$ cat src/rtl/div_clk_select_pkg.sv
// rtl/div_clk_select_pkg.sv - shared types and constants for the divided-clock selector
//
// Holds the switch FSM state encoding, the selection codes that name each
// divider tap, and a small helper that picks one tap out of the divider bus.

package div_clk_select_pkg;

    // Selection code: index into the divider tap bus {divby16, divby8, divby4, divby2}.
    typedef logic [1:0] sel_t;

    localparam sel_t SEL_DIV2  = 2'd0;
    localparam sel_t SEL_DIV4  = 2'd1;
    localparam sel_t SEL_DIV8  = 2'd2;
    localparam sel_t SEL_DIV16 = 2'd3;

    // IDLE         : clk_out follows the current tap, requests accepted.
    // WAIT_OLD_LOW : request latched, waiting for the current tap to go low.
    // WAIT_NEW_LOW : clk_out gated low, waiting for the pending tap to go low.
    typedef enum logic [1:0] {
        IDLE         = 2'd0,
        WAIT_OLD_LOW = 2'd1,
        WAIT_NEW_LOW = 2'd2
    } state_t;

    // Return the divider tap addressed by a selection code.
    function automatic logic pick_tap(input logic [3:0] taps, input sel_t sel);
        return taps[sel];
    endfunction

endpackage

$ cat src/rtl/div_clk_select_if.sv
// rtl/div_clk_select_if.sv - selection request/acknowledge bus for the divided-clock selector
//
// Signals:
//   sel_req  requester -> selector  1-cycle request to change selection
//   sel_in   requester -> selector  requested selection, sampled with sel_req
//   sel_ack  selector -> requester  1-cycle pulse when a request completes
//   busy     selector -> requester  switch in progress; requests are dropped
//   sel_cur  selector -> requester  selection currently driving clk_out
//
// Modports: master = requester side, slave = selector side.

interface div_clk_select_if;
    import div_clk_select_pkg::*;

    logic sel_req;
    sel_t sel_in;
    logic sel_ack;
    logic busy;
    sel_t sel_cur;

    modport master (
        output sel_req,
        output sel_in,
        input  sel_ack,
        input  busy,
        input  sel_cur
    );

    modport slave (
        input  sel_req,
        input  sel_in,
        output sel_ack,
        output busy,
        output sel_cur
    );

endinterface

$ cat src/rtl/div_clk_select_rise_pulse.sv
// rtl/div_clk_select_rise_pulse.sv - registered rising-edge detector with enable
//
// Produces a registered pulse that is high in the first cycle a registered
// signal reads 1. The caller supplies both the signal's next value (sig_d)
// and its current registered value (sig_q), so the pulse lines up with the
// first high cycle of that register rather than trailing it by one.
//
// Ports:
//   clk    in   system clock
//   rst    in   asynchronous active-high reset
//   en     in   enable; when 0 the pulse register is forced to 0
//   sig_d  in   next value of the watched register
//   sig_q  in   current value of the watched register
//   pulse  out  1-cycle rising-edge pulse

module div_clk_select_rise_pulse (
    input  logic clk,
    input  logic rst,
    input  logic en,
    input  logic sig_d,
    input  logic sig_q,
    output logic pulse
);

    logic pulse_d;
    logic pulse_q;

    always_comb begin
        pulse_d = en & sig_d & ~sig_q;
    end

    always_ff @(posedge clk or posedge rst) begin
        if (rst) begin
            pulse_q <= 1'b0;
        end else begin
            pulse_q <= pulse_d;
        end
    end

    assign pulse = pulse_q;

endmodule

$ cat src/rtl/div_clk_select.sv
// rtl/div_clk_select.sv - glitch-free run-time selectable divided clock strobe
//
// Picks one of the divider taps (div2/div4/div8/div16), registers it onto
// clk_out and emits a 1-cycle tick in clk_out's first high cycle. The tap can
// be changed through a req/ack handshake; the switch waits for the old tap to
// go low, then holds clk_out low until the new tap is also low, so no high
// phase on clk_out is ever shortened (low phases may stretch instead).
//
// Ports:
//   clk       in   system clock
//   rst       in   asynchronous active-high reset
//   en        in   global enable; 0 freezes state, forces tick/sel_ack low
//   divby2    in   divider bit 0
//   divby4    in   divider bit 1
//   divby8    in   divider bit 2
//   divby16   in   divider bit 3
//   clk_out   out  registered selected waveform
//   tick      out  1-cycle pulse in the first cycle clk_out reads 1
//   sel_bus   slave side of the selection handshake (sel_req, sel_in,
//             sel_ack, busy, sel_cur)

module div_clk_select
    import div_clk_select_pkg::*;
#(
    parameter sel_t DEFAULT_SEL = SEL_DIV2
) (
    input  logic                   clk,
    input  logic                   rst,
    input  logic                   en,
    input  logic                   divby2,
    input  logic                   divby4,
    input  logic                   divby8,
    input  logic                   divby16,
    div_clk_select_if.slave        sel_bus,
    output logic                   clk_out,
    output logic                   tick
);

    state_t     state_q,   state_d;
    sel_t       sel_cur_q, sel_cur_d;
    sel_t       sel_pend_q, sel_pend_d;
    logic       clk_out_q, clk_out_d;
    logic       sel_ack_q, sel_ack_d;

    logic [3:0] taps;
    logic       src_cur;
    logic       src_pend;
    logic       gate;

    // Tap mux: both the live selection and the pending one are looked at,
    // the latter only to find the moment the new tap is low.
    always_comb begin
        taps     = {divby16, divby8, divby4, divby2};
        src_cur  = pick_tap(taps, sel_cur_q);
        src_pend = pick_tap(taps, sel_pend_q);
        gate     = (state_q == WAIT_NEW_LOW);
    end

    always_comb begin
        state_d    = state_q;
        sel_cur_d  = sel_cur_q;
        sel_pend_d = sel_pend_q;
        clk_out_d  = clk_out_q;
        sel_ack_d  = 1'b0;

        if (en) begin
            // While gated the output is pinned low; the old tap already
            // delivered a low into clk_out on the way into WAIT_NEW_LOW.
            clk_out_d = gate ? 1'b0 : src_cur;

            unique case (state_q)
                IDLE: begin
                    if (sel_bus.sel_req) begin
                        if (sel_bus.sel_in == sel_cur_q) begin
                            sel_ack_d = 1'b1;
                        end else begin
                            sel_pend_d = sel_bus.sel_in;
                            state_d    = WAIT_OLD_LOW;
                        end
                    end
                end

                WAIT_OLD_LOW: begin
                    // clk_out registers this same low sample, so it falls
                    // at the natural end of the old high phase.
                    if (!src_cur) begin
                        state_d = WAIT_NEW_LOW;
                    end
                end

                WAIT_NEW_LOW: begin
                    // Hand over only while the new tap is low, so the first
                    // high cycle clk_out shows is the start of a full phase.
                    if (!src_pend) begin
                        sel_cur_d = sel_pend_q;
                        sel_ack_d = 1'b1;
                        state_d   = IDLE;
                    end
                end

                default: begin
                    state_d = IDLE;
                end
            endcase
        end
    end

    always_ff @(posedge clk or posedge rst) begin
        if (rst) begin
            state_q    <= IDLE;
            sel_cur_q  <= DEFAULT_SEL;
            sel_pend_q <= DEFAULT_SEL;
            clk_out_q  <= 1'b0;
            sel_ack_q  <= 1'b0;
        end else begin
            state_q    <= state_d;
            sel_cur_q  <= sel_cur_d;
            sel_pend_q <= sel_pend_d;
            clk_out_q  <= clk_out_d;
            sel_ack_q  <= sel_ack_d;
        end
    end

    div_clk_select_rise_pulse u_tick (
        .clk   (clk),
        .rst   (rst),
        .en    (en),
        .sig_d (clk_out_d),
        .sig_q (clk_out_q),
        .pulse (tick)
    );

    assign clk_out         = clk_out_q;
    assign sel_bus.sel_ack = sel_ack_q;
    assign sel_bus.busy    = (state_q != IDLE);
    assign sel_bus.sel_cur = sel_cur_q;

endmodule

$ cat src/flat_wrapper.sv
// flat-port wrapper written by rule: the top's interface ports become plain ports
module div_clk_select_flat import div_clk_select_pkg::*;
#(
    parameter sel_t DEFAULT_SEL = SEL_DIV2
)
  (clk, rst, en, divby2, divby4, divby8, divby16, clk_out, tick, sel_bus_sel_req, sel_bus_sel_in, sel_bus_sel_ack, sel_bus_busy, sel_bus_sel_cur);
  div_clk_select_if sel_bus_i ();
  input  logic clk;
  input  logic rst;
  input  logic en;
  input  logic divby2;
  input  logic divby4;
  input  logic divby8;
  input  logic divby16;
  output logic clk_out;
  output logic tick;
  input wire logic [$bits(sel_bus_i.sel_req)-1:0] sel_bus_sel_req;
  input wire logic [$bits(sel_bus_i.sel_in)-1:0] sel_bus_sel_in;
  output wire logic [$bits(sel_bus_i.sel_ack)-1:0] sel_bus_sel_ack;
  output wire logic [$bits(sel_bus_i.busy)-1:0] sel_bus_busy;
  output wire logic [$bits(sel_bus_i.sel_cur)-1:0] sel_bus_sel_cur;
  assign sel_bus_i.sel_req = sel_bus_sel_req;
  assign sel_bus_i.sel_in = sel_bus_sel_in;
  assign sel_bus_sel_ack = sel_bus_i.sel_ack;
  assign sel_bus_busy = sel_bus_i.busy;
  assign sel_bus_sel_cur = sel_bus_i.sel_cur;
  div_clk_select #(.DEFAULT_SEL(DEFAULT_SEL)) u_core (.clk(clk), .rst(rst), .en(en), .divby2(divby2), .divby4(divby4), .divby8(divby8), .divby16(divby16), .sel_bus(sel_bus_i), .clk_out(clk_out), .tick(tick));
endmodule
$ cat config.mk
export PLATFORM = sky130hd
export DESIGN_NAME = div_clk_select_flat
export DESIGN_NICKNAME = d
export VERILOG_FILES = /design/src/rtl/div_clk_select_pkg.sv /design/src/rtl/div_clk_select_if.sv /design/src/rtl/div_clk_select_rise_pulse.sv /design/src/rtl/div_clk_select.sv /design/src/flat_wrapper.sv
export SDC_FILE = /design/constraint.sdc
export NUM_CORES = 1
export LEC_CHECK = 0
export BUFFER_PORTS_ARGS = -buffer_cell sky130_fd_sc_hd__buf_4
export CAP_MARGIN = 20
export CORE_AREA = 2 2 44 46
export CTS_CLUSTER_DIAMETER = 200
export CTS_CLUSTER_SIZE = 24
export DETAILED_ROUTE_END_ITERATION = 8
export DIE_AREA = 0 0 46 48
export GPL_TIMING_DRIVEN = 1
export PLACE_DENSITY = 0.53
export REMOVE_ABC_BUFFERS = 1
export SYNTH_ARGS = -nofsm -noshare
export SYNTH_HDL_FRONTEND = slang
export SYNTH_SLANG_ARGS = --single-unit
$ cat constraint.sdc
create_clock -name clk -period 3.48 [get_ports clk]
set_clock_uncertainty 0.05 [all_clocks]
set_input_delay 0.87 -clock clk [delete_from_list [all_inputs] [get_ports clk]]
set_output_delay 0.87 -clock clk [all_outputs]
set_load 0.03 [all_outputs]
==> report_table.html, run 1 <==
<table>
<tr><th>Metric</th><th>Value</th></tr>
<tr><th colspan="2">Run status</th></tr>
<tr><td>Status</td><td>finished, final reports clean</td></tr>
<tr><th colspan="2">Clock network</th></tr>
<tr><td>Clock latency at the later pin of the worst-skew pair</td><td>260 ps</td></tr>
<tr><td>H-tree levels</td><td>1</td></tr>
<tr><td>Root Buffer</td><td>sky130_fd_sc_hd__clkbuf_4</td></tr>
<tr><td>Clock sink total</td><td>9</td></tr>
<tr><td>CTS Buffer Depth</td><td>2</td></tr>
<tr><td>Clock tree from TritonCTS</td><td>built</td></tr>
<tr><td>Clock transition at path regs</td><td>60 ps</td></tr>
<tr><td>Resize count post-CTS</td><td>0</td></tr>
<tr><td>Total CTS buffers</td><td>3</td></tr>
<tr><td>Post-CTS Setup Inserts</td><td>0</td></tr>
<tr><td>Number of hold buffers added after CTS</td><td>0</td></tr>
<tr><th colspan="2">Placement</th></tr>
<tr><td>Hpwl dp</td><td>804 um</td></tr>
<tr><td>DP Area</td><td>618 um2</td></tr>
<tr><td>Routability-driven placement congestion ratio</td><td>0.768</td></tr>
<tr><td>Worst slack after detailed placement</td><td>1440 ps</td></tr>
<tr><td>Input/output buffers</td><td>15</td></tr>
<tr><th colspan="2">STA</th></tr>
<tr><td>Max-Slew Margin vs Limit</td><td>0.765</td></tr>
<tr><td>Transition time of the tightest slew-check pin</td><td>353 ps</td></tr>
<tr><td>Shortest clock period the worst path allows after layout</td><td>2130 ps</td></tr>
<tr><td>Highest clock frequency the design can meet</td><td>470 MHz</td></tr>
<tr><td>Final hold violations</td><td>0</td></tr>
<tr><td>RSZ-0062 raised after global routing</td><td>false</td></tr>
<tr><td>Total of endpoints with negative setup slack in the final report</td><td>0</td></tr>
<tr><td>Final count of pins violating max slew</td><td>0</td></tr>
<tr><td>Post-route setup slack</td><td>1350 ps</td></tr>
<tr><td>Portion of the clock cycle consumed by the worst path in the final layout</td><td>0.611</td></tr>
<tr><td>Sum Neg Setup Slack</td><td>0 ps</td></tr>
<tr><th colspan="2">Routing</th></tr>
<tr><td>Routed length per instance</td><td>13.8 um</td></tr>
<tr><td>1st-iter DRT viols</td><td>9</td></tr>
<tr><td>First-pass iteration count of the detailed router</td><td>4</td></tr>
<tr><td>Post-route antenna net violation count</td><td>0</td></tr>
<tr><td>Number of DRC violations after detailed routing</td><td>0</td></tr>
<tr><td>Via count</td><td>399</td></tr>
<tr><td>Total routed wirelength</td><td>1.07 mm</td></tr>
<tr><td>Mean number of vias per cell</td><td>5.18</td></tr>
<tr><th colspan="2">Synthesis</th></tr>
<tr><td>Gate count after technology mapping</td><td>41</td></tr>
<tr><td>Leading post-synthesis cells by cell area</td><td>sky130_fd_sc_hd__dfrtp_1, sky130_fd_sc_hd__mux2_2, sky130_fd_sc_hd__mux4_2</td></tr>
<tr><td>Synthesized-area fraction occupied by xor and xnor cells</td><td>0.0362</td></tr>
<tr><td>Synthesis warning total</td><td>0</td></tr>
<tr><td>Adder and majority cell fraction of the synthesized area</td><td>0</td></tr>
<tr><td>Fraction of post-synthesis cell area in the top cell type by area</td><td>0.465</td></tr>
<tr><td>Average cell area after synthesis</td><td>11.8 um2</td></tr>
<tr><td>Proportion of synthesized area in mux cells</td><td>0.163</td></tr>
<tr><td>Proportion of synthesized chip area in sequential cells</td><td>0.465</td></tr>
<tr><td>Number of distinct library cells after synthesis</td><td>23</td></tr>
<tr><td>Cell area after synthesis</td><td>484 um2</td></tr>
<tr><td>Synthesized-area fraction occupied by ao, oa, aoi and oai cells</td><td>0.127</td></tr>
<tr><td>Dominant combinational cell family by area after synthesis</td><td>simple AND/OR/NAND/NOR gates</td></tr>
<tr><td>Simple-gate portion of the synthesized area</td><td>0.186</td></tr>
<tr><td>Top cell type by total area after synthesis</td><td>sky130_fd_sc_hd__dfrtp_1</td></tr>
<tr><td>#FFs+latches synth</td><td>9</td></tr>
<tr><th colspan="2">Power and ir drop</th></tr>
<tr><td>Peak VDD IR</td><td>285 uV</td></tr>
<tr><td>Net switching power</td><td>0.000222 W</td></tr>
<tr><td>Switching share of total power</td><td>0.404</td></tr>
<tr><td>Cell-internal power</td><td>0.000327 W</td></tr>
<tr><td>Tot Pwr</td><td>0.000549 W</td></tr>
<tr><td>Share of power burned in combinational logic</td><td>0.479</td></tr>
<tr><td>Sequential group share of total power</td><td>0.373</td></tr>
<tr><td>Static leakage power</td><td>0.290 nW</td></tr>
<tr><td>Cell area power density</td><td>851 nW/um2</td></tr>
<tr><td>Part of the total power dissipated in the clock network</td><td>0.148</td></tr>
<tr><th colspan="2">Min path</th></tr>
<tr><td>Classification of the worst-slack hold path</td><td>reg -&gt; reg</td></tr>
<tr><td>Start point of the worst min-delay path</td><td>u_core.clk_out</td></tr>
<tr><td>Worst hold stages</td><td>2</td></tr>
<tr><td>End of the worst hold path</td><td>u_core.clk_out</td></tr>
<tr><th colspan="2">Floorplan</th></tr>
<tr><td>Initial core utilization</td><td>0.287</td></tr>
<tr><td>Number of top-level pins</td><td>16</td></tr>
<tr><td>Number of cell rows</td><td>15</td></tr>
<tr><td>Core outline area</td><td>1690 um2</td></tr>
<tr><td>Die Span X</td><td>46 um</td></tr>
<tr><td>Height of the die</td><td>48 um</td></tr>
<tr><td>Die Area</td><td>2210 um2</td></tr>
<tr><th colspan="2">Global routing</th></tr>
<tr><td>GR Util met2</td><td>0.172</td></tr>
<tr><td>Met3 track demand over resource</td><td>0.0453</td></tr>
<tr><td>Pin count of the biggest net entering global routing</td><td>11</td></tr>
<tr><td>Gr usage total</td><td>0.114</td></tr>
<tr><td>First-pass GRT wire length</td><td>1.62 mm</td></tr>
<tr><td>Total congestion overflow after global routing</td><td>0</td></tr>
<tr><td>Most crowded layer after global routing</td><td>met2</td></tr>
<tr><td>Met1 track demand over resource in global routing</td><td>0.131</td></tr>
<tr><td>Number of antenna violations at the first check in global routing</td><td>0</td></tr>
<tr><td>Number of global-route vias before repair</td><td>373</td></tr>
<tr><th colspan="2">Setup path</th></tr>
<tr><td>Category of the worst setup path launch point</td><td>flip-flop</td></tr>
<tr><td>Path type of the worst setup path</td><td>reg -&gt; out</td></tr>
<tr><td>Worst R2R Setup Slack</td><td>1940 ps</td></tr>
<tr><td>Critical-path maximum fanout</td><td>10</td></tr>
<tr><td>Cell count of the worst reg-to-reg path</td><td>3</td></tr>
<tr><td>Endpoint arrival time on the critical path</td><td>1210 ps</td></tr>
<tr><td>Startpoint of the most critical register-to-register path</td><td>u_core.state_q[1]</td></tr>
<tr><td>Critical path required time</td><td>2560 ps</td></tr>
<tr><td>Endpoint type of the worst setup path</td><td>output port</td></tr>
<tr><td>Critical register-to-register path endpoint</td><td>u_core.sel_pend_q[0]</td></tr>
<tr><th colspan="2">Finish</th></tr>
<tr><td>Design Area, Final</td><td>644 um2</td></tr>
<tr><td>Number of antenna cells inserted</td><td>0</td></tr>
<tr><td>Area Growth Syn to Fin</td><td>33.1%</td></tr>
<tr><td>Utilization after layout</td><td>0.381</td></tr>
<tr><td>Fraction of final layout cells sized beyond drive strength 1</td><td>0.450</td></tr>
<tr><td>Final #Nets</td><td>71</td></tr>
<tr><th colspan="2">Run</th></tr>
<tr><td>Maximum capacitance violations</td><td>0</td></tr>
</table>
==> per-stage QoR <==
step                hold slack (ps)  cells
finish                          494     77
global route                    536     77
CTS                             498     77
detailed placement              488     73
global placement                490     73
floorplan                       485     41
==> layer usage <==
layer / share of wire / vias up
li1: - / 194
met1: 0.46 / 178
met2: 0.43 / 23
met3: 0.081 / 4
met4: 0.028 / 0
met5: 0 / -
==> Yosys cell counts, drive strengths merged <==
cell type and n:
a21oi 1, a311o 1, a32oi 1, and3b 1, and4 1, dfrtp 9
inv 3, mux2 5, mux4 1, nand2 1, nand2b 1, nand3 2
nand4b 1, nand4bb 2, nor2 2, nor2b 1, o21ai 1, o21bai 1
o221ai 1, o22a 1, o22ai 1, or2 1, xnor2 2
==> power by group through the flow <==
stage | clock network [W] | registers [W] | logic, W
after floorplan | 0 | 0.000239 | 0.000143
after global placement | 0 | 0.000204 | 0.000264
after detailed placement | 0 | 0.000206 | 0.000263
after CTS | 0.0000853 | 0.000204 | 0.000265
after global routing | 0.0000909 | 0.000215 | 0.000284
final | 0.0000811 | 0.000205 | 0.000263
==> registers in the layout (all words and copies together) (netlist names) <==
register	flops
u_core.sel_bus.sel_cur	2
u_core.sel_pend_q	2
u_core.state_q	2
u_core.clk_out	1
u_core.sel_bus.sel_ack	1
u_core.u_tick.pulse	1
==> how the worst max path moves through the flow <==
stage / from / slack (ps) / endpoint
finish: u_core.state_q[0] / 1350 / sel_bus_busy
floorplan: divby16 / 1610 / u_core.state_q[0]
detailed placement: divby16 / 1440 / u_core.state_q[0]
global route: u_core.state_q[0] / 1290 / sel_bus_busy
global placement: divby16 / 1440 / u_core.state_q[0]
CTS: u_core.state_q[0] / 1340 / sel_bus_busy
==> area by class of cell <==
type	count	area (um2)
Sequential cell	9	225
Inverter	3	11.3
Timing Repair Buffer	15	113
Tap cell	17	21.3
Clock buffer	4	26.3
Fill cell	174	1040
Multi-Input combinational cell	29	248
==> cells by family after synthesis <==
family / Yosys count
xor gates and xnor gates: 2
buffers and inverters: 3
DFF: 9
and+or+nand+nor: 13
AOI/OAI and AO/OA: 8
muxes: 6
==> worst max-delay path, cell delays in order, from the launching register on <==
cell and delay, ps:
sky130_fd_sc_hd__dfrtp_1 460, sky130_fd_sc_hd__or2_2 320, sky130_fd_sc_hd__buf_4 170
==> layout by cell type (no fill, tap or decap), drive strengths merged, types with 2 or more instances in the layout <==
cell type | Yosys | layout
clkbuf | 0 | 4
dfrtp | 9 | 9
inv | 3 | 3
nand4bb | 2 | 2
nand3 | 2 | 2
nor2 | 2 | 2
xnor2 | 2 | 2
mux2 | 5 | 5
buf | 0 | 15
No activity file was read; power rests on OpenSTA's default activity.
==> run 2: changes to the inputs <==
--- a/config.mk
+++ b/config.mk
@@ -13,7 +13,7 @@
 export DETAILED_ROUTE_END_ITERATION = 8
 export DIE_AREA = 0 0 46 48
 export GPL_TIMING_DRIVEN = 1
-export PLACE_DENSITY = 0.53
+export PLACE_DENSITY = 0.54
 export REMOVE_ABC_BUFFERS = 1
 export SYNTH_ARGS = -nofsm -noshare
 export SYNTH_HDL_FRONTEND = slang
==> constraint.sdc (replaced) <==
create_clock -name clk -period 1.9 [get_ports clk]
set_clock_uncertainty 0.05 [all_clocks]
set_input_delay 0.475 -clock clk [delete_from_list [all_inputs] [get_ports clk]]
set_output_delay 0.475 -clock clk [all_outputs]
set_load 0.03 [all_outputs]
==> run 2 against run 1 <==
Non-clock buffer count stayed put. Hold slack lost 360 ps. Count of clock-buffer cells in the layout is the same. Via count is 4.0% higher. Sequential power rose by 81%. Die area stayed put. Sequential share of layout area is the same. Worst setup slack got worse by 1200 ps. Sequential cell count stayed put. Critical endpoint unchanged.
==> report_table.html, run 2 (synthesis gave the netlist of run 1 again) <==
<table>
<tr><th>Metric</th><th>Value</th></tr>
<tr><th colspan="2">Run status</th></tr>
<tr><td>Status</td><td>finished, final reports clean</td></tr>
<tr><th colspan="2">Setup path</th></tr>
<tr><td>Startpoint of the most critical register-to-register path</td><td>u_core.state_q[1]</td></tr>
<tr><td>CP peak stage delay</td><td>460 ps (about the same)</td></tr>
<tr><td>Endpoint type of the worst setup path</td><td>output port</td></tr>
<tr><td>Worst R2R Setup Slack</td><td>340 ps (-1600 ps)</td></tr>
<tr><td>Critical-path maximum fanout</td><td>10 (unchanged)</td></tr>
<tr><td>Category of the worst setup path launch point</td><td>flip-flop</td></tr>
<tr><td>Source of the critical timing path</td><td>u_core.state_q[0]</td></tr>
<tr><td>Path type of the worst setup path</td><td>reg -&gt; out</td></tr>
<tr><td>Endpoint arrival time on the critical path</td><td>1200 ps (about the same)</td></tr>
<tr><td>Critical path required time</td><td>1370 ps (-1190 ps)</td></tr>
<tr><td>Critical-path top delay cell</td><td>sky130_fd_sc_hd__dfrtp_1</td></tr>
<tr><td>Cells along the critical path</td><td>or2_2 -&gt; buf_4</td></tr>
<tr><th colspan="2">Power and ir drop</th></tr>
<tr><td>Cell area power density</td><td>1560 nW/um2 (+83%)</td></tr>
<tr><td>Peak VDD IR</td><td>543 uV (+91%)</td></tr>
<tr><td>Static leakage power</td><td>0.290 nW (unchanged)</td></tr>
<tr><td>Tot Pwr</td><td>0.00101 W (+83%)</td></tr>
<tr><th colspan="2">Clock network</th></tr>
<tr><td>Clock tree from TritonCTS</td><td>built</td></tr>
<tr><td>Clock sink total</td><td>9 (unchanged)</td></tr>
<tr><td>Total CTS buffers</td><td>3 (unchanged)</td></tr>
<tr><td>CTS Buffer Depth</td><td>2 (unchanged)</td></tr>
<tr><td>Clock latency at the later pin of the worst-skew pair</td><td>260 ps (about the same)</td></tr>
<tr><td>Post-CTS Setup Inserts</td><td>0 (unchanged)</td></tr>
<tr><td>H-tree levels</td><td>1 (unchanged)</td></tr>
<tr><td>Clock transition at path regs</td><td>60 ps (about the same)</td></tr>
<tr><td>Number of hold buffers added after CTS</td><td>0 (unchanged)</td></tr>
<tr><td>Resize count post-CTS</td><td>0 (unchanged)</td></tr>
<tr><td>Root Buffer</td><td>sky130_fd_sc_hd__clkbuf_4</td></tr>
<tr><th colspan="2">Finish</th></tr>
<tr><td>Number of antenna cells inserted</td><td>0 (unchanged)</td></tr>
<tr><td>Count of filler cells inserted in the layout</td><td>176 (+1.1%)</td></tr>
<tr><td>Area Growth Syn to Fin</td><td>33.1% (unchanged)</td></tr>
<tr><td>Cell Count, Final, Fillers Out</td><td>77 (unchanged)</td></tr>
<tr><td>Design Area, Final</td><td>644 um2 (unchanged)</td></tr>
<tr><td>Final #Nets</td><td>71 (unchanged)</td></tr>
<tr><td>Highest-count cells in the layout ignoring fill and taps</td><td>sky130_fd_sc_hd__buf_4, sky130_fd_sc_hd__dfrtp_1, sky130_fd_sc_hd__mux2_2</td></tr>
<tr><td>Most common library cell in the layout ignoring fill and taps</td><td>sky130_fd_sc_hd__buf_4</td></tr>
<tr><td>Fraction of final layout cells sized beyond drive strength 1</td><td>0.450 (unchanged)</td></tr>
<tr><th colspan="2">Routing</th></tr>
<tr><td>Number of DRC violations after detailed routing</td><td>0 (unchanged)</td></tr>
<tr><td>Total routed wirelength</td><td>1.09 mm (+1.8%)</td></tr>
<tr><td>Mean number of vias per cell</td><td>5.39 (+4.0%)</td></tr>
<tr><td>Routed length per instance</td><td>14.1 um (+1.8%)</td></tr>
<tr><td>1st-iter DRT viols</td><td>9 (unchanged)</td></tr>
<tr><td>Via count</td><td>415 (+4.0%)</td></tr>
<tr><td>First-pass iteration count of the detailed router</td><td>4 (unchanged)</td></tr>
<tr><td>Post-route antenna net violation count</td><td>0 (unchanged)</td></tr>
<tr><th colspan="2">STA</th></tr>
<tr><td>Total of endpoints with negative setup slack in the final report</td><td>0 (unchanged)</td></tr>
<tr><td>Sum Neg Setup Slack</td><td>0 ps (unchanged)</td></tr>
<tr><td>Transition time of the tightest slew-check pin</td><td>359 ps (+6.15 ps)</td></tr>
<tr><td>Worst hold-check slack</td><td>134 ps (-360 ps)</td></tr>
<tr><td>Portion of the clock cycle consumed by the worst path in the final layout</td><td>0.910</td></tr>
<tr><td>RSZ-0062 raised after global routing</td><td>false</td></tr>
<tr><td>Final count of pins violating max slew</td><td>0 (unchanged)</td></tr>
<tr><td>Shortest clock period the worst path allows after layout</td><td>1730 ps</td></tr>
<tr><td>Max-Slew Margin vs Limit</td><td>0.760 (-0.00410)</td></tr>
<tr><td>Highest clock frequency the design can meet</td><td>578 MHz</td></tr>
<tr><td>Final hold violations</td><td>0 (unchanged)</td></tr>
<tr><th colspan="2">Placement</th></tr>
<tr><td>Hpwl dp</td><td>818 um (+1.8%)</td></tr>
<tr><td>DP Area</td><td>618 um2 (unchanged)</td></tr>
<tr><td>Routability-driven placement congestion ratio</td><td>0.779 (+1.4%)</td></tr>
<tr><td>Count of placed standard cells including taps</td><td>73 (unchanged)</td></tr>
<tr><td>Input/output buffers</td><td>15 (unchanged)</td></tr>
<tr><th colspan="2">Floorplan</th></tr>
<tr><td>Initial core utilization</td><td>0.287 (unchanged)</td></tr>
<tr><td>Die Span X</td><td>46 um (unchanged)</td></tr>
<tr><td>Number of cell rows</td><td>15 (unchanged)</td></tr>
<tr><td>Height of the die</td><td>48 um (unchanged)</td></tr>
<tr><td>Number of top-level pins</td><td>16 (unchanged)</td></tr>
<tr><td>Die Area</td><td>2210 um2 (unchanged)</td></tr>
<tr><td>Core outline area</td><td>1690 um2 (unchanged)</td></tr>
<tr><th colspan="2">Global routing</th></tr>
<tr><td>Total congestion overflow after global routing</td><td>0 (unchanged)</td></tr>
<tr><td>Number of global-route vias before repair</td><td>408 (+9.4%)</td></tr>
<tr><td>First-pass GRT wire length</td><td>1.81 mm (+12%)</td></tr>
<tr><td>Number of antenna violations at the first check in global routing</td><td>0 (unchanged)</td></tr>
<tr><td>Gr usage total</td><td>0.123 (+0.00872)</td></tr>
<tr><td>Pin count of the biggest net entering global routing</td><td>11 (unchanged)</td></tr>
<tr><th colspan="2">Run</th></tr>
<tr><td>Maximum capacitance violations</td><td>0 (unchanged)</td></tr>
<tr><th colspan="2">Min path</th></tr>
<tr><td>Classification of the worst-slack hold path</td><td>in -&gt; async</td></tr>
</table>
run 2: cell counts in the layout (fill, tap and decap cells not counted):
No cell type changed its count.
run 2: cell type report:
class	instances	area [um2]	share of cell area
clock buffers	4	26.3	0.0408
inverters	3	11.3	0.0175
multi-input cells	29	248	0.384
flip-flops and latches	9	225	0.350
well taps	17	21.3	0.0330
repair buffers	15	113	0.175
run 2: final timing paths:
path	cells past startpoint	to
worst max-delay path	2	sel_bus_busy
worst min-delay path	2	u_core.state_q[0]
worst max register to register	3	u_core.sel_pend_q[1]
worst min register to register	2	u_core.clk_out
max in group asynchronous	2	u_core.u_tick.pulse
min in group clk	2	u_core.sel_pend_q[0]
run 2: worst max-delay path, delay by kind of cell, from the launching register on:
kind          cells  cell delay (ps)
flops             1              460
simple gates      1              320
buf+inv           1              170
run 2: layer usage:
layer	vias up	global-route usage	part of all wire
met4	0	0.0743	0
met2	23	0.169	0.45
li1	194	-	-
met5	-	0	0
met1	198	0.161	0.45
met3	0	0.0491	0.11
run 2: through the flow:
stage / setup WS [ps] / utilization
2_1_floorplan: 245 / -
3_3_place_gp: 230 / 0.366
3_5_place_dp: 251 / 0.366
4_1_cts: 161 / 0.381
5_1_grt: 109 / 0.381
6_report: 171 / 0.381
run 2: power breakdown:
part | switching (W) | internal (W)
registers | 0.0000970 | 0.000274
clock network | 0.0000638 | 0.0000808
logic | 0.000246 | 0.000244
==> run 3: changes to the inputs <==
--- a/config.mk
+++ b/config.mk
@@ -7,13 +7,13 @@
 export LEC_CHECK = 0
 export BUFFER_PORTS_ARGS = -buffer_cell sky130_fd_sc_hd__buf_4
 export CAP_MARGIN = 20
-export CORE_AREA = 2 2 44 46
+export CORE_AREA = 2 2 39 41
 export CTS_CLUSTER_DIAMETER = 200
 export CTS_CLUSTER_SIZE = 24
 export DETAILED_ROUTE_END_ITERATION = 8
-export DIE_AREA = 0 0 46 48
+export DIE_AREA = 0 0 41 43
 export GPL_TIMING_DRIVEN = 1
-export PLACE_DENSITY = 0.54
+export PLACE_DENSITY = 0.66
 export REMOVE_ABC_BUFFERS = 1
 export SYNTH_ARGS = -nofsm -noshare
 export SYNTH_HDL_FRONTEND = slang
==> run 3 against run 2 <==
Fmax fell by 0.13%. Sequential cell count did not move. Count of clock-buffer cells in the layout did not move. Sequential share of layout area rose by 0.068 points. Via count fell by 3.9%. Wire length fell by 5.3%. Critical path type unchanged. Largest power group unchanged.
==> report_table.html, run 3 (synthesis gave the netlist of run 1 again) <==
<table>
<tr><th>Metric</th><th>Value</th></tr>
<tr><th colspan="2">Placement</th></tr>
<tr><td>Count of placed standard cells including taps</td><td>72 (-1.4%)</td></tr>
<tr><td>Input/output buffers</td><td>15 (unchanged)</td></tr>
<tr><td>Routability-driven placement congestion ratio</td><td>0.806 (+3.5%)</td></tr>
<tr><td>Worst slack after detailed placement</td><td>263 ps (+11.4 ps)</td></tr>
<tr><td>Hpwl dp</td><td>796 um (-2.7%)</td></tr>
<tr><th colspan="2">Run status</th></tr>
<tr><td>Status</td><td>finished, final reports clean</td></tr>
<tr><th colspan="2">Routing</th></tr>
<tr><td>First-pass iteration count of the detailed router</td><td>4 (unchanged)</td></tr>
<tr><td>Via count</td><td>399 (-3.9%)</td></tr>
<tr><td>1st-iter DRT viols</td><td>4 (-5)</td></tr>
<tr><td>Total routed wirelength</td><td>1.03 mm (-5.3%)</td></tr>
<tr><td>Routed length per instance</td><td>13.5 um (-4.0%)</td></tr>
<tr><td>Post-route antenna net violation count</td><td>0 (unchanged)</td></tr>
<tr><td>Number of DRC violations after detailed routing</td><td>0 (unchanged)</td></tr>
<tr><td>Mean number of vias per cell</td><td>5.25 (-2.6%)</td></tr>
<tr><th colspan="2">STA</th></tr>
<tr><td>Total of endpoints with negative setup slack in the final report</td><td>0 (unchanged)</td></tr>
<tr><td>Post-route setup slack</td><td>169 ps (-2.24 ps)</td></tr>
<tr><td>Highest clock frequency the design can meet</td><td>578 MHz (-0.13%)</td></tr>
<tr><td>Transition time of the tightest slew-check pin</td><td>367 ps (+8.15 ps)</td></tr>
<tr><td>Shortest clock period the worst path allows after layout</td><td>1730 ps (+2.24 ps)</td></tr>
<tr><td>Sum Neg Setup Slack</td><td>0 ps (unchanged)</td></tr>
<tr><td>Max-Slew Margin vs Limit</td><td>0.755 (-0.00544)</td></tr>
<tr><td>RSZ-0062 raised after global routing</td><td>false</td></tr>
<tr><td>Final hold violations</td><td>0 (unchanged)</td></tr>
<tr><td>Final count of pins violating max slew</td><td>0 (unchanged)</td></tr>
<tr><td>Portion of the clock cycle consumed by the worst path in the final layout</td><td>0.911 (+0.00118)</td></tr>
<tr><th colspan="2">Power and ir drop</th></tr>
<tr><td>Part of the total power dissipated in the clock network</td><td>0.153 (+0.009)</td></tr>
<tr><td>Peak VDD IR</td><td>748 uV (+38%)</td></tr>
<tr><td>Switching share of total power</td><td>0.406 (+0.00165)</td></tr>
<tr><td>Sequential group share of total power</td><td>0.371 (+0.002)</td></tr>
<tr><td>Share of power burned in combinational logic</td><td>0.477 (-0.010)</td></tr>
<tr><td>Cell-internal power</td><td>0.000599 W (about the same)</td></tr>
<tr><td>Tot Pwr</td><td>0.00101 W (+0.25%)</td></tr>
<tr><td>Net switching power</td><td>0.000409 W (+0.66%)</td></tr>
<tr><td>Static leakage power</td><td>0.290 nW (unchanged)</td></tr>
<tr><td>Cell area power density</td><td>1570 nW/um2 (+0.44%)</td></tr>
<tr><th colspan="2">Global routing</th></tr>
<tr><td>Number of antenna violations at the first check in global routing</td><td>0 (unchanged)</td></tr>
<tr><td>Number of global-route vias before repair</td><td>380 (-6.9%)</td></tr>
<tr><td>First-pass GRT wire length</td><td>1.71 mm (-5.7%)</td></tr>
<tr><td>Total congestion overflow after global routing</td><td>0 (unchanged)</td></tr>
<tr><td>Gr usage total</td><td>0.150 (+0.0271)</td></tr>
<tr><td>Pin count of the biggest net entering global routing</td><td>11 (unchanged)</td></tr>
<tr><th colspan="2">Clock network</th></tr>
<tr><td>Clock sink total</td><td>9 (unchanged)</td></tr>
<tr><td>Root Buffer</td><td>sky130_fd_sc_hd__clkbuf_4</td></tr>
<tr><td>Post-CTS Setup Inserts</td><td>0 (unchanged)</td></tr>
<tr><td>Total CTS buffers</td><td>3 (unchanged)</td></tr>
<tr><td>Resize count post-CTS</td><td>0 (unchanged)</td></tr>
<tr><td>CTS Buffer Depth</td><td>2 (unchanged)</td></tr>
<tr><td>Clock latency at the later pin of the worst-skew pair</td><td>270 ps (about the same)</td></tr>
<tr><td>Number of hold buffers added after CTS</td><td>0 (unchanged)</td></tr>
<tr><td>Clock transition at path regs</td><td>70 ps (about the same)</td></tr>
<tr><td>H-tree levels</td><td>1 (unchanged)</td></tr>
<tr><td>Clock tree from TritonCTS</td><td>built</td></tr>
<tr><th colspan="2">Finish</th></tr>
<tr><td>Utilization after layout</td><td>0.465 (+0.0833)</td></tr>
<tr><td>Cell Count, Final, Fillers Out</td><td>76 (-1.3%)</td></tr>
<tr><td>Area Growth Syn to Fin</td><td>32.8%</td></tr>
<tr><td>Highest-count cells in the layout ignoring fill and taps</td><td>sky130_fd_sc_hd__buf_4, sky130_fd_sc_hd__dfrtp_1, sky130_fd_sc_hd__mux2_2</td></tr>
<tr><td>Final #Nets</td><td>71 (unchanged)</td></tr>
<tr><td>Most common library cell in the layout ignoring fill and taps</td><td>sky130_fd_sc_hd__buf_4</td></tr>
<tr><td>Count of filler cells inserted in the layout</td><td>135 (-23%)</td></tr>
<tr><td>Fraction of final layout cells sized beyond drive strength 1</td><td>0.450 (unchanged)</td></tr>
<tr><td>Number of antenna cells inserted</td><td>0 (unchanged)</td></tr>
<tr><th colspan="2">Setup path</th></tr>
<tr><td>Endpoint type of the worst setup path</td><td>output port</td></tr>
<tr><td>Critical-path maximum fanout</td><td>10 (unchanged)</td></tr>
<tr><td>Critical-path top delay cell</td><td>sky130_fd_sc_hd__dfrtp_1</td></tr>
<tr><td>Endpoint arrival time on the critical path</td><td>1210 ps (about the same)</td></tr>
<tr><td>Category of the worst setup path launch point</td><td>flip-flop</td></tr>
<tr><td>Critical path required time</td><td>1370 ps (about the same)</td></tr>
<tr><td>CP peak stage delay</td><td>460 ps (about the same)</td></tr>
<tr><td>Cell count of the worst reg-to-reg path</td><td>3 (unchanged)</td></tr>
<tr><td>Cells along the critical path</td><td>or2_2 -&gt; buf_4</td></tr>
<tr><td>Path type of the worst setup path</td><td>reg -&gt; out</td></tr>
<tr><th colspan="2">Floorplan</th></tr>
<tr><td>Core outline area</td><td>1380 um2 (-18%)</td></tr>
<tr><td>Number of cell rows</td><td>14 (-1)</td></tr>
<tr><td>Die Span X</td><td>41 um (-11%)</td></tr>
<tr><td>Initial core utilization</td><td>0.350 (+0.0632)</td></tr>
<tr><td>Number of top-level pins</td><td>16 (unchanged)</td></tr>
<tr><td>Die Area</td><td>1760 um2 (-20%)</td></tr>
<tr><td>Height of the die</td><td>43 um (-10%)</td></tr>
<tr><th colspan="2">Min path</th></tr>
<tr><td>Classification of the worst-slack hold path</td><td>in -&gt; async</td></tr>
<tr><th colspan="2">Run</th></tr>
<tr><td>Maximum capacitance violations</td><td>0 (unchanged)</td></tr>
</table>
## run 3: cell counts in the layout (fill, tap and decap cells not counted)
Identical to the previous run, type by type.
## run 3: final timing paths
kind | end | slack, ps | from
min in group clk | u_core.sel_pend_q[1] | 400 | sel_bus_sel_in[1]
worst min-delay path | u_core.clk_out | 130 | rst
worst min register to register | u_core.clk_out | 510 | u_core.clk_out
worst max-delay path | sel_bus_busy | 170 | u_core.state_q[0]
worst max register to register | u_core.sel_pend_q[0] | 330 | u_core.state_q[1]
max in group asynchronous | u_core.sel_pend_q[0] | 1410 | rst
## run 3: worst max-delay path, delay by kind of cell, from the launching register on
kind,cells,cell delay (ps)
buffers and inverters,1,170
AND/OR/NAND/NOR,1,320
flip-flops,1,460
## run 3: cell type report
cell class / count / area [um2] / area share
clock buffers: 4 / 26.3 / 0.0409
inverters: 3 / 11.3 / 0.0175
multi-input cells: 29 / 248 / 0.385
flip-flops and latches: 9 / 225 / 0.350
well taps: 16 / 20.0 / 0.0311
repair buffers: 15 / 113 / 0.175
## run 3: power groups by stage
stage	registers [W]	clock network [W]	logic (W)
finish	0.000374	0.000154	0.000480
detailed placement	0.000378	0	0.000482
global placement	0.000373	0	0.000480
CTS	0.000374	0.000159	0.000483
global route	0.000392	0.000166	0.000517
floorplan	0.000437	0	0.000262
## run 3: routing by layer
metal  vias to the layer above  share of wire  wire [um]  track usage
met4                         0          0.016         16       0.0800
li1                        197              -          -            -
met3                         2          0.048         49       0.0471
met1                       188           0.45        466        0.197
met5                         -              0          0            0
met2                        12           0.48        494        0.213
## run 3: stage by stage
stage	instance area, um2	hold slack [ps]
5_1_grt	643	159
6_report	643	125
3_5_place_dp	617	420
2_1_floorplan	484	253
4_1_cts	643	128
3_3_place_gp	617	416
